### config.mk
export PLATFORM = sky130hd
export DESIGN_NAME = regfile_ctrl
export DESIGN_NICKNAME = d
export VERILOG_FILES = /design/src/rtl/regfile_pkg.sv /design/src/rtl/rr_arb2.sv /design/src/rtl/regfile_ctrl.sv
export SDC_FILE = /design/constraint.sdc
export NUM_CORES = 1
export LEC_CHECK = 0
export CORE_MARGIN = 1.5
export CORE_UTILIZATION = 33
export CTS_CLUSTER_DIAMETER = 150
export DETAILED_ROUTE_END_ITERATION = 10
export PLACE_DENSITY_LB_ADDON = 0.12
export SKIP_LAST_GASP = 1
export SLEW_MARGIN = 15
export SYNTH_ARGS = -nofsm -noshare
export SYNTH_HDL_FRONTEND = slang
export SYNTH_SLANG_ARGS = --single-unit
### constraint.sdc
create_clock -name clk -period 3.9 [get_ports clk]
set_clock_uncertainty 0.15 [all_clocks]
set_input_delay 0.78 -clock clk [delete_from_list [all_inputs] [get_ports clk]]
set_output_delay 0.78 -clock clk [all_outputs]
set_load 0.005 [all_outputs]
### src/rtl/regfile_pkg.sv
// Shared constants, grant-source encoding and the register-number decoder
// used by the register-file controller.
package regfile_pkg;

  localparam int NREG = 16;
  localparam int DW   = 16;
  localparam int RW   = 4;

  localparam logic [RW-1:0] REG_ZERO = 4'd0;

  typedef enum logic {
    SRC_WB = 1'b0,
    SRC_LD = 1'b1
  } src_e;

  function automatic logic [NREG-1:0] onehot(input logic [RW-1:0] idx);
    return {{(NREG-1){1'b0}}, 1'b1} << idx;
  endfunction

endpackage

### src/rtl/rr_arb2.sv
// Two-requester round-robin arbiter: req[0]/gnt[0] is writeback, req[1]/gnt[1]
// is load return; on a conflict the source that did not win last time wins.
module rr_arb2
  import regfile_pkg::*;
(
  input  logic       clk,
  input  logic       rst,
  input  logic [1:0] req,
  output logic [1:0] gnt
);

  src_e r_last_grant;

  // Grant selection from the request pair and the last winner
  always_comb begin
    gnt = 2'b00;
    case (req)
      2'b01:   gnt = 2'b01;
      2'b10:   gnt = 2'b10;
      2'b11:   gnt = (r_last_grant == SRC_LD) ? 2'b01 : 2'b10;
      default: gnt = 2'b00;
    endcase
  end

  // Pointer follows every grant; reset favours writeback on the first conflict
  always_ff @(posedge clk) begin
    if (rst) begin
      r_last_grant <= SRC_LD;
    end else if (gnt[0]) begin
      r_last_grant <= SRC_WB;
    end else if (gnt[1]) begin
      r_last_grant <= SRC_LD;
    end else begin
      r_last_grant <= r_last_grant;
    end
  end

endmodule

### src/rtl/regfile_ctrl.sv
// Register-file controller: read/write decode, write-port arbitration between
// writeback and load return, pending-write scoreboard and same-cycle bypass.
module regfile_ctrl
  import regfile_pkg::*;
(
  input  logic            clk,
  input  logic            rst,
  input  logic            rd_en1,
  input  logic [RW-1:0]   rs1,
  input  logic            rd_en2,
  input  logic [RW-1:0]   rs2,
  output logic [NREG-1:0] ReadEnable1,
  output logic [NREG-1:0] ReadEnable2,
  input  logic [DW-1:0]   Bitline1,
  input  logic [DW-1:0]   Bitline2,
  output logic [DW-1:0]   rdata1,
  output logic [DW-1:0]   rdata2,
  input  logic            wb_valid,
  input  logic [RW-1:0]   wb_reg,
  input  logic [DW-1:0]   wb_data,
  output logic            wb_ready,
  input  logic            ld_valid,
  input  logic [RW-1:0]   ld_reg,
  input  logic [DW-1:0]   ld_data,
  output logic            ld_ready,
  input  logic            issue_valid,
  input  logic [RW-1:0]   issue_reg,
  output logic [NREG-1:0] WriteReg,
  output logic [DW-1:0]   D,
  output logic            hazard
);

  logic [1:0]      w_gnt;
  logic            w_any_gnt;
  logic [RW-1:0]   w_g_reg;
  logic [DW-1:0]   w_g_data;
  logic            w_bypass1;
  logic            w_bypass2;
  logic            w_hazard;
  logic [NREG-1:0] w_pending_nxt;
  logic [NREG-1:0] r_pending;

  rr_arb2 u_arb (
    .clk (clk),
    .rst (rst),
    .req ({ld_valid, wb_valid}),
    .gnt (w_gnt)
  );

  // Select the granted source's destination and data
  always_comb begin
    w_any_gnt = w_gnt[0] | w_gnt[1];
    if (w_gnt[0]) begin
      w_g_reg  = wb_reg;
      w_g_data = wb_data;
    end else if (w_gnt[1]) begin
      w_g_reg  = ld_reg;
      w_g_data = ld_data;
    end else begin
      w_g_reg  = REG_ZERO;
      w_g_data = {DW{1'b0}};
    end
  end

  // Bypass and hazard detection; register 0 is never pending nor forwarded
  always_comb begin
    w_bypass1 = w_any_gnt && (w_g_reg != REG_ZERO) && (w_g_reg == rs1);
    w_bypass2 = w_any_gnt && (w_g_reg != REG_ZERO) && (w_g_reg == rs2);
    w_hazard  = (rd_en1 & r_pending[rs1] & ~w_bypass1) |
                (rd_en2 & r_pending[rs2] & ~w_bypass2);
  end

  // Scoreboard next state: a new issue overrides a same-cycle load clear
  always_comb begin
    w_pending_nxt = r_pending;
    if (w_gnt[1]) begin
      w_pending_nxt[ld_reg] = 1'b0;
    end else begin
      w_pending_nxt = w_pending_nxt;
    end
    if (issue_valid && (issue_reg != REG_ZERO)) begin
      w_pending_nxt[issue_reg] = 1'b1;
    end else begin
      w_pending_nxt = w_pending_nxt;
    end
  end

  // Pending-write scoreboard register
  always_ff @(posedge clk) begin
    if (rst) begin
      r_pending <= {NREG{1'b0}};
    end else begin
      r_pending <= w_pending_nxt;
    end
  end

  // Output drive; everything is held at zero while reset is asserted
  always_comb begin
    wb_ready    = 1'b0;
    ld_ready    = 1'b0;
    WriteReg    = {NREG{1'b0}};
    D           = {DW{1'b0}};
    ReadEnable1 = {NREG{1'b0}};
    ReadEnable2 = {NREG{1'b0}};
    rdata1      = {DW{1'b0}};
    rdata2      = {DW{1'b0}};
    hazard      = 1'b0;
    if (!rst) begin
      wb_ready = w_gnt[0];
      ld_ready = w_gnt[1];
      D        = w_g_data;
      if (w_any_gnt && (w_g_reg != REG_ZERO)) begin
        WriteReg = onehot(w_g_reg);
      end else begin
        WriteReg = {NREG{1'b0}};
      end
      if (rd_en1) begin
        ReadEnable1 = onehot(rs1);
        if (rs1 == REG_ZERO) begin
          rdata1 = {DW{1'b0}};
        end else if (w_bypass1) begin
          rdata1 = w_g_data;
        end else begin
          rdata1 = Bitline1;
        end
      end else begin
        ReadEnable1 = {NREG{1'b0}};
        rdata1      = {DW{1'b0}};
      end
      if (rd_en2) begin
        ReadEnable2 = onehot(rs2);
        if (rs2 == REG_ZERO) begin
          rdata2 = {DW{1'b0}};
        end else if (w_bypass2) begin
          rdata2 = w_g_data;
        end else begin
          rdata2 = Bitline2;
        end
      end else begin
        ReadEnable2 = {NREG{1'b0}};
        rdata2      = {DW{1'b0}};
      end
      hazard = w_hazard;
    end else begin
      hazard = 1'b0;
    end
  end

endmodule

[After elaboration in Yosys (flattened, before gate mapping)]
Cells that the tools add are included.
Word-level totals
  bits in registers: 17
  output and inout bits: 99
Cells by class
  multiplexer cells: 36
  equality and inequality tests: 5
  bitwise gates (word level): 11
  reduce and logical (&&, ||, !) cells: 11
  magnitude comparators: 6
  shift operators: 3
Operator list (number)
  $mux 16: 19
  $shl 1x4->16 const A: 3
  $lt 4x5->1 const B: 4
  $and 16x16->16: 1
  $not 16->16: 1
  $or 16x16->16: 1
  $mux 1: 9
  $bmux 1 s4: 2
  $demux 1 s4: 2
  $eq 4x4->1: 2
  $ge 4x1->1 const B: 2
  $logic_not 4->1: 2
  $mux 4: 2
  $reduce_bool 4->1: 2
  $logic_and 1x1->1: 6
  $pmux 2 s3: 1
  $and 1x1->1: 4
  $eq 2x2->1 const B: 2
  $eq 2x1->1 const B: 1
  $mux 2: 1
  $not 1->1: 2
  $or 1x1->1: 2
  $reduce_bool 2->1: 1

[Longest topological paths before layout]
  depth after elaboration: 11
  depth in mapped cells: 10
  gate-level depth less buffers: 6

[Cells and area by module]
From an unflattened synthesis, not the netlist that was laid out.
Unflattened totals
  cells, all modules: 377
  area, all modules: 2476.1 um^2
Modules (own cells, without submodules)
  regfile_ctrl: area an instance 2421.1 um^2, times used 1, sequential area each 320.3 um^2, cells an instance 370
  rr_arb2: area an instance 55.1 um^2, times used 1, sequential area each 20.0 um^2, cells an instance 7

[Worst setup path after synthesis]
Ideal clock, no wire load.
  path kind: in2out
  from: input wb_valid
  to: output rdata2[10]
  stages on the path: 10
  path slack: 388 ps
  buffers on the path: 4
  arrival time: 2582 ps
  cells stage by stage: buf_2 a21boi_2 a32o_1 buf_6 a211o_1 a211o_1 a211oi_2 buf_6 buf_12 mux2i_1
Between the ends
  longest elaborated chain between the ends: 11
  elaborated cells between the ends (all ways): 17
Ends and longest elaborated chain
  start, declared: RTL line regfile_ctrl.sv:18  | input logic wb_valid,
  $eq 2x2->1 or $eq 2x1->1 (tied branches): RTL line rr_arb2.sv:17  | case (req)
  $pmux 2 s3 *: RTL line rr_arb2.sv:17
  $mux 4: RTL line regfile_ctrl.sv:56  | end else if (w_gnt[1]) begin
  $mux 4: RTL line regfile_ctrl.sv:53  | if (w_gnt[0]) begin
  $reduce_bool 4->1: RTL line regfile_ctrl.sv:68  | w_bypass2 = w_any_gnt && (w_g_reg != REG_ZERO) && (w_g_reg == rs2);
  $logic_and 1x1->1 (2 in a row): RTL line regfile_ctrl.sv:68
  $mux 16 *: RTL line regfile_ctrl.sv:134  | end else if (w_bypass2) begin
  $mux 16 *: RTL line regfile_ctrl.sv:132  | if (rs2 == REG_ZERO) begin
  $mux 16 *: RTL line regfile_ctrl.sv:130  | if (rd_en2) begin
  $mux 16 *: RTL line regfile_ctrl.sv:108  | if (!rst) begin
  end, declared: RTL line regfile_ctrl.sv:17  | output logic [DW-1:0] rdata2,
Every way passes the cells marked *; elsewhere a longest branch is shown, timed or not.

[Final worst setup path]
  from: input ld_valid
  to: output rdata1[5]
Between the ends
  longest elaborated chain between the ends: 11
  elaborated cells between the ends (all ways): 17
Ends and longest elaborated chain
  start, declared: RTL line regfile_ctrl.sv:22  | input logic ld_valid,
  $eq 2x2->1 or $eq 2x1->1 (tied branches): RTL line rr_arb2.sv:17
  $pmux 2 s3 *: RTL line rr_arb2.sv:17
  $mux 4: RTL line regfile_ctrl.sv:56
  $mux 4: RTL line regfile_ctrl.sv:53
  $reduce_bool 4->1: RTL line regfile_ctrl.sv:67  | w_bypass1 = w_any_gnt && (w_g_reg != REG_ZERO) && (w_g_reg == rs1);
  $logic_and 1x1->1 (2 in a row): RTL line regfile_ctrl.sv:67
  $mux 16 *: RTL line regfile_ctrl.sv:121  | end else if (w_bypass1) begin
  $mux 16 *: RTL line regfile_ctrl.sv:119  | if (rs1 == REG_ZERO) begin
  $mux 16 *: RTL line regfile_ctrl.sv:117  | if (rd_en1) begin
  $mux 16 *: RTL line regfile_ctrl.sv:108
  end, declared: RTL line regfile_ctrl.sv:16  | output logic [DW-1:0] rdata1,
Marked as above.

==> flow_metrics.py <==
metrics = {
    "power_and_ir_drop": {
        "p_leak_nw": 1.90,
        "power.total_w": 0.000732,
        "power_density_nw_per_um2": 154,
        "ir_drop_mv": 0.172,
    },
    "hold_path": {
        "hold_path.class": "register to register",
        "min_to": "r_pending[0]",
        "min_from": "r_pending[0]",
        "hold_depth": 1,
    },
    "floorplanning": {
        "die_x_microns": 89.6,
        "rows": 31,
        "initial_core_util_pct": 34.2,
        "coreArea_sq_um": 7250,
        "ioPinCount": 190,
        "die_h_microns": 89.6,
        "fp.dieArea_sq_um": 8040,
    },
    "place": {
        "io_buffers": 188,
        "placedCellCount": 656,
        "place_congestion": 0.892,
        "place_worst_setup_slack_ps": -569,
        "dp_hpwl_microns": 8700,
    },
    "worst_setup_path": {
        "rr_endpoint": "r_pending[4]",
        "arrival_ps": 2900,
        "crit_family": "buffers and inverters",
        "crit_required_ps": 2970,
        "crit_path_start_kind": "input port",
        "reg2reg_depth": 5,
        "slowest_delay_ps": 250,
        "cpMostUsedCell": "buf_6",
        "worstSetupEndpointType": "output port",
        "slowest_stage": "clkdlybuf4s15_1",
        "crit_chain": "clkdlybuf4s15_2, buf_6, nand2b_4, buf_6, and2_1, a22o_4, buf_4, and3_1, o21ai_4, buf_12, mux2i_1, clkdlybuf4s15_1",
        "cp_max_fo": 8,
        "path_buf_inv": 6,
        "r2r_slack_ps": 2340,
        "crit_type": "input port to output port",
        "r2r_start": "u_arb.r_last_grant",
    },
    "global_routing": {
        "grt_pass1_vias": 3102,
        "overflow": 0,
        "grt_max_degree": 33,
        "grt_pass1_wl_microns": 16000,
        "grt_use_total_pct": 25.6,
        "antenna_found_initial": 0,
    },
    "clock_tree": {
        "hold_buffers": 0,
        "cts_sinks": 17,
        "clkTransAtPathRegs_ps": 70,
        "cts_root_buf": "clkbuf_8",
        "cts_buffers": 3,
        "cts_tree": "done",
        "ctsLongestPathBuffers": 2,
        "clk_latency_ps": 260,
        "h-tree-depth": 1,
    },
    "flow_run": {
        "cap_violations": 0,
    },
    "yosys": {
        "synthesis.area_sq_um": 2480,
        "synthCells": 363,
        "syn_nets": 454,
        "ys_ff_latch": 17,
        "postSynthAreaPerCell_sq_um": 6.82,
        "synth_seq_area_share_pct": 13.7,
        "synth.distinct_cells": 40,
        "ys_warn_count": 0,
    },
    "route": {
        "drt_iter0_drc": 188,
        "vias_per_cell": 5.17,
        "ant_nets": 0,
        "drt-wirelength-per-cell_microns": 16.5,
        "drt-pass1-iter-count": 5,
        "routed_wl_microns": 11000,
        "num_vias": 3441,
        "drc": 0,
    },
    "sta": {
        "final_hold_viol_count": 0,
        "maxClockFrequency_ghz": 0.261,
        "finalMaxSlewViolations": 0,
        "layout_setup_ws_ps": 68.4,
        "fin_setup_tns_ps": 0,
        "timing.final.crit_period_ps": 3830,
        "fin_crit_sh_pct": 98.2,
        "finalSetupViolations": 0,
    },
    "finish": {
        "nets": 659,
        "most-common-layout-cells": "146 x clkdlybuf4s50_1, 92 x nand2_1, 49 x nor2_1",
        "diodes": 0,
        "syn_to_final_growth_pct": 91.6,
        "fillers": 681,
        "final_core_util_pct": 65.4,
        "mostFrequentLayoutCell": "clkdlybuf4s50_1",
        "fin_cells": 666,
        "drive_gt1_share_pct": 15.7,
    },
    "status": {
        "status": "completed",
    },
}
-- Yosys cell counts (all sizes together) --
cell type  instances  share of area (%)
a211o              3                1.1
a211oi             2                1.0
a21boi             2               0.76
a21oi             15                3.0
a22o              17                6.0
a22oi              1               0.30
a32o               1               0.40
a32oi              2                1.3
and2               1               0.25
and3               2               0.50
and3b              1               0.35
buf               11                3.3
clkbuf            16                2.4
conb               1               0.15
dfxtp             17                 14
mux2i             32                 13
mux4              10                9.1
nand2             92                 14
nand2b            11                3.1
nand3              8                1.6
nand3b             3               0.91
nor2              50                7.6
nor2b             22                5.6
nor3               8                1.6
nor3b              2               0.61
nor4               1               0.25
o21a               1               0.30
o21ai             17                3.6
o21bai             1               0.30
o32ai              1               0.35
or2                2               0.50
or3                4                1.0
xnor2              6                2.1
-- worst max-delay path by stage --
stage | slack, ps | depth (start not counted) | end | from
finish | 70 | 12 | rdata1[5] | ld_valid
floorplan | 390 | 10 | rdata2[10] | wb_valid
CTS | -30 | 13 | rdata2[14] | ld_valid
detailed placement | -570 | 10 | rdata2[14] | ld_valid
global placement | -500 | 10 | rdata2[11] | ld_valid
global route | -2 | 12 | rdata1[5] | ld_valid
-- worst reg2reg max path: stages (launching register included) --
cell and delay (ps):
dfxtp_1 380, nand2_1 110, nand2_1 130, or3_1 400
o21ai_0 190, a21oi_1 80
-- through the flow --
step	hold WS, ps	instance area, sq um
finish	345	4750
global route	360	4750
CTS	346	4730
detailed placement	337	4650
global placement	325	4650
floorplan	310	2480
-- state kept, by name (all words and copies together) (netlist names) --
signal	cells
r_pending	16
u_arb.r_last_grant	1
-- final cells by class --
type	instances	area [sq um]	area share, %
repair buffers	227	2180	45.8
multi-input cells	319	2060	43.4
flip-flops and latches	17	340	7.17
well taps	99	124	2.61
clock buffers	3	41.3	0.870
clock inverters	1	5.00	0.105
-- report_power, final --
part | switching, W | internal, W | leakage (nW)
registers | 0.00000382 | 0.000178 | 0.138
clock network | 0.0000642 | 0.0000712 | 0.0255
logic | 0.000180 | 0.000235 | 1.74
-- routing by layer --
metal / wire length (microns) / vias to the layer above / part of all wire [%] / track usage, %
met5: 0 / - / 0 / 0
met3: 856 / 15 / 7.8 / 2.65
met1: 4440 / 1619 / 40 / 33.3
met2: 5540 / 141 / 50 / 45.8
li1: - / 1666 / - / -
met4: 145 / 0 / 1.3 / 5.59
-- timing repair --
| item | in CTS | in global routing |
|---|---|---|
| setup buffers | 4 | 1 |
| endpoints found under the setup margin | 48 | 32 |
| resized for setup | 102 | 13 |
| endpoints found under the hold margin | 0 | 0 |
| cloned | 3 | 0 |
| pin swaps | 6 | 7 |
-- kinds of logic after synthesis --
kind of cell    after synthesis  share of synthesized area (%)
flops                        17                           13.7
buf+inv                      27                           5.76
other cells                   1                          0.151
xor+xnor                      6                           2.12
compound gates               63                           18.4
simple gates                207                           37.8
mux                          42                           22.0
No activity file was read; power rests on OpenSTA's default activity.
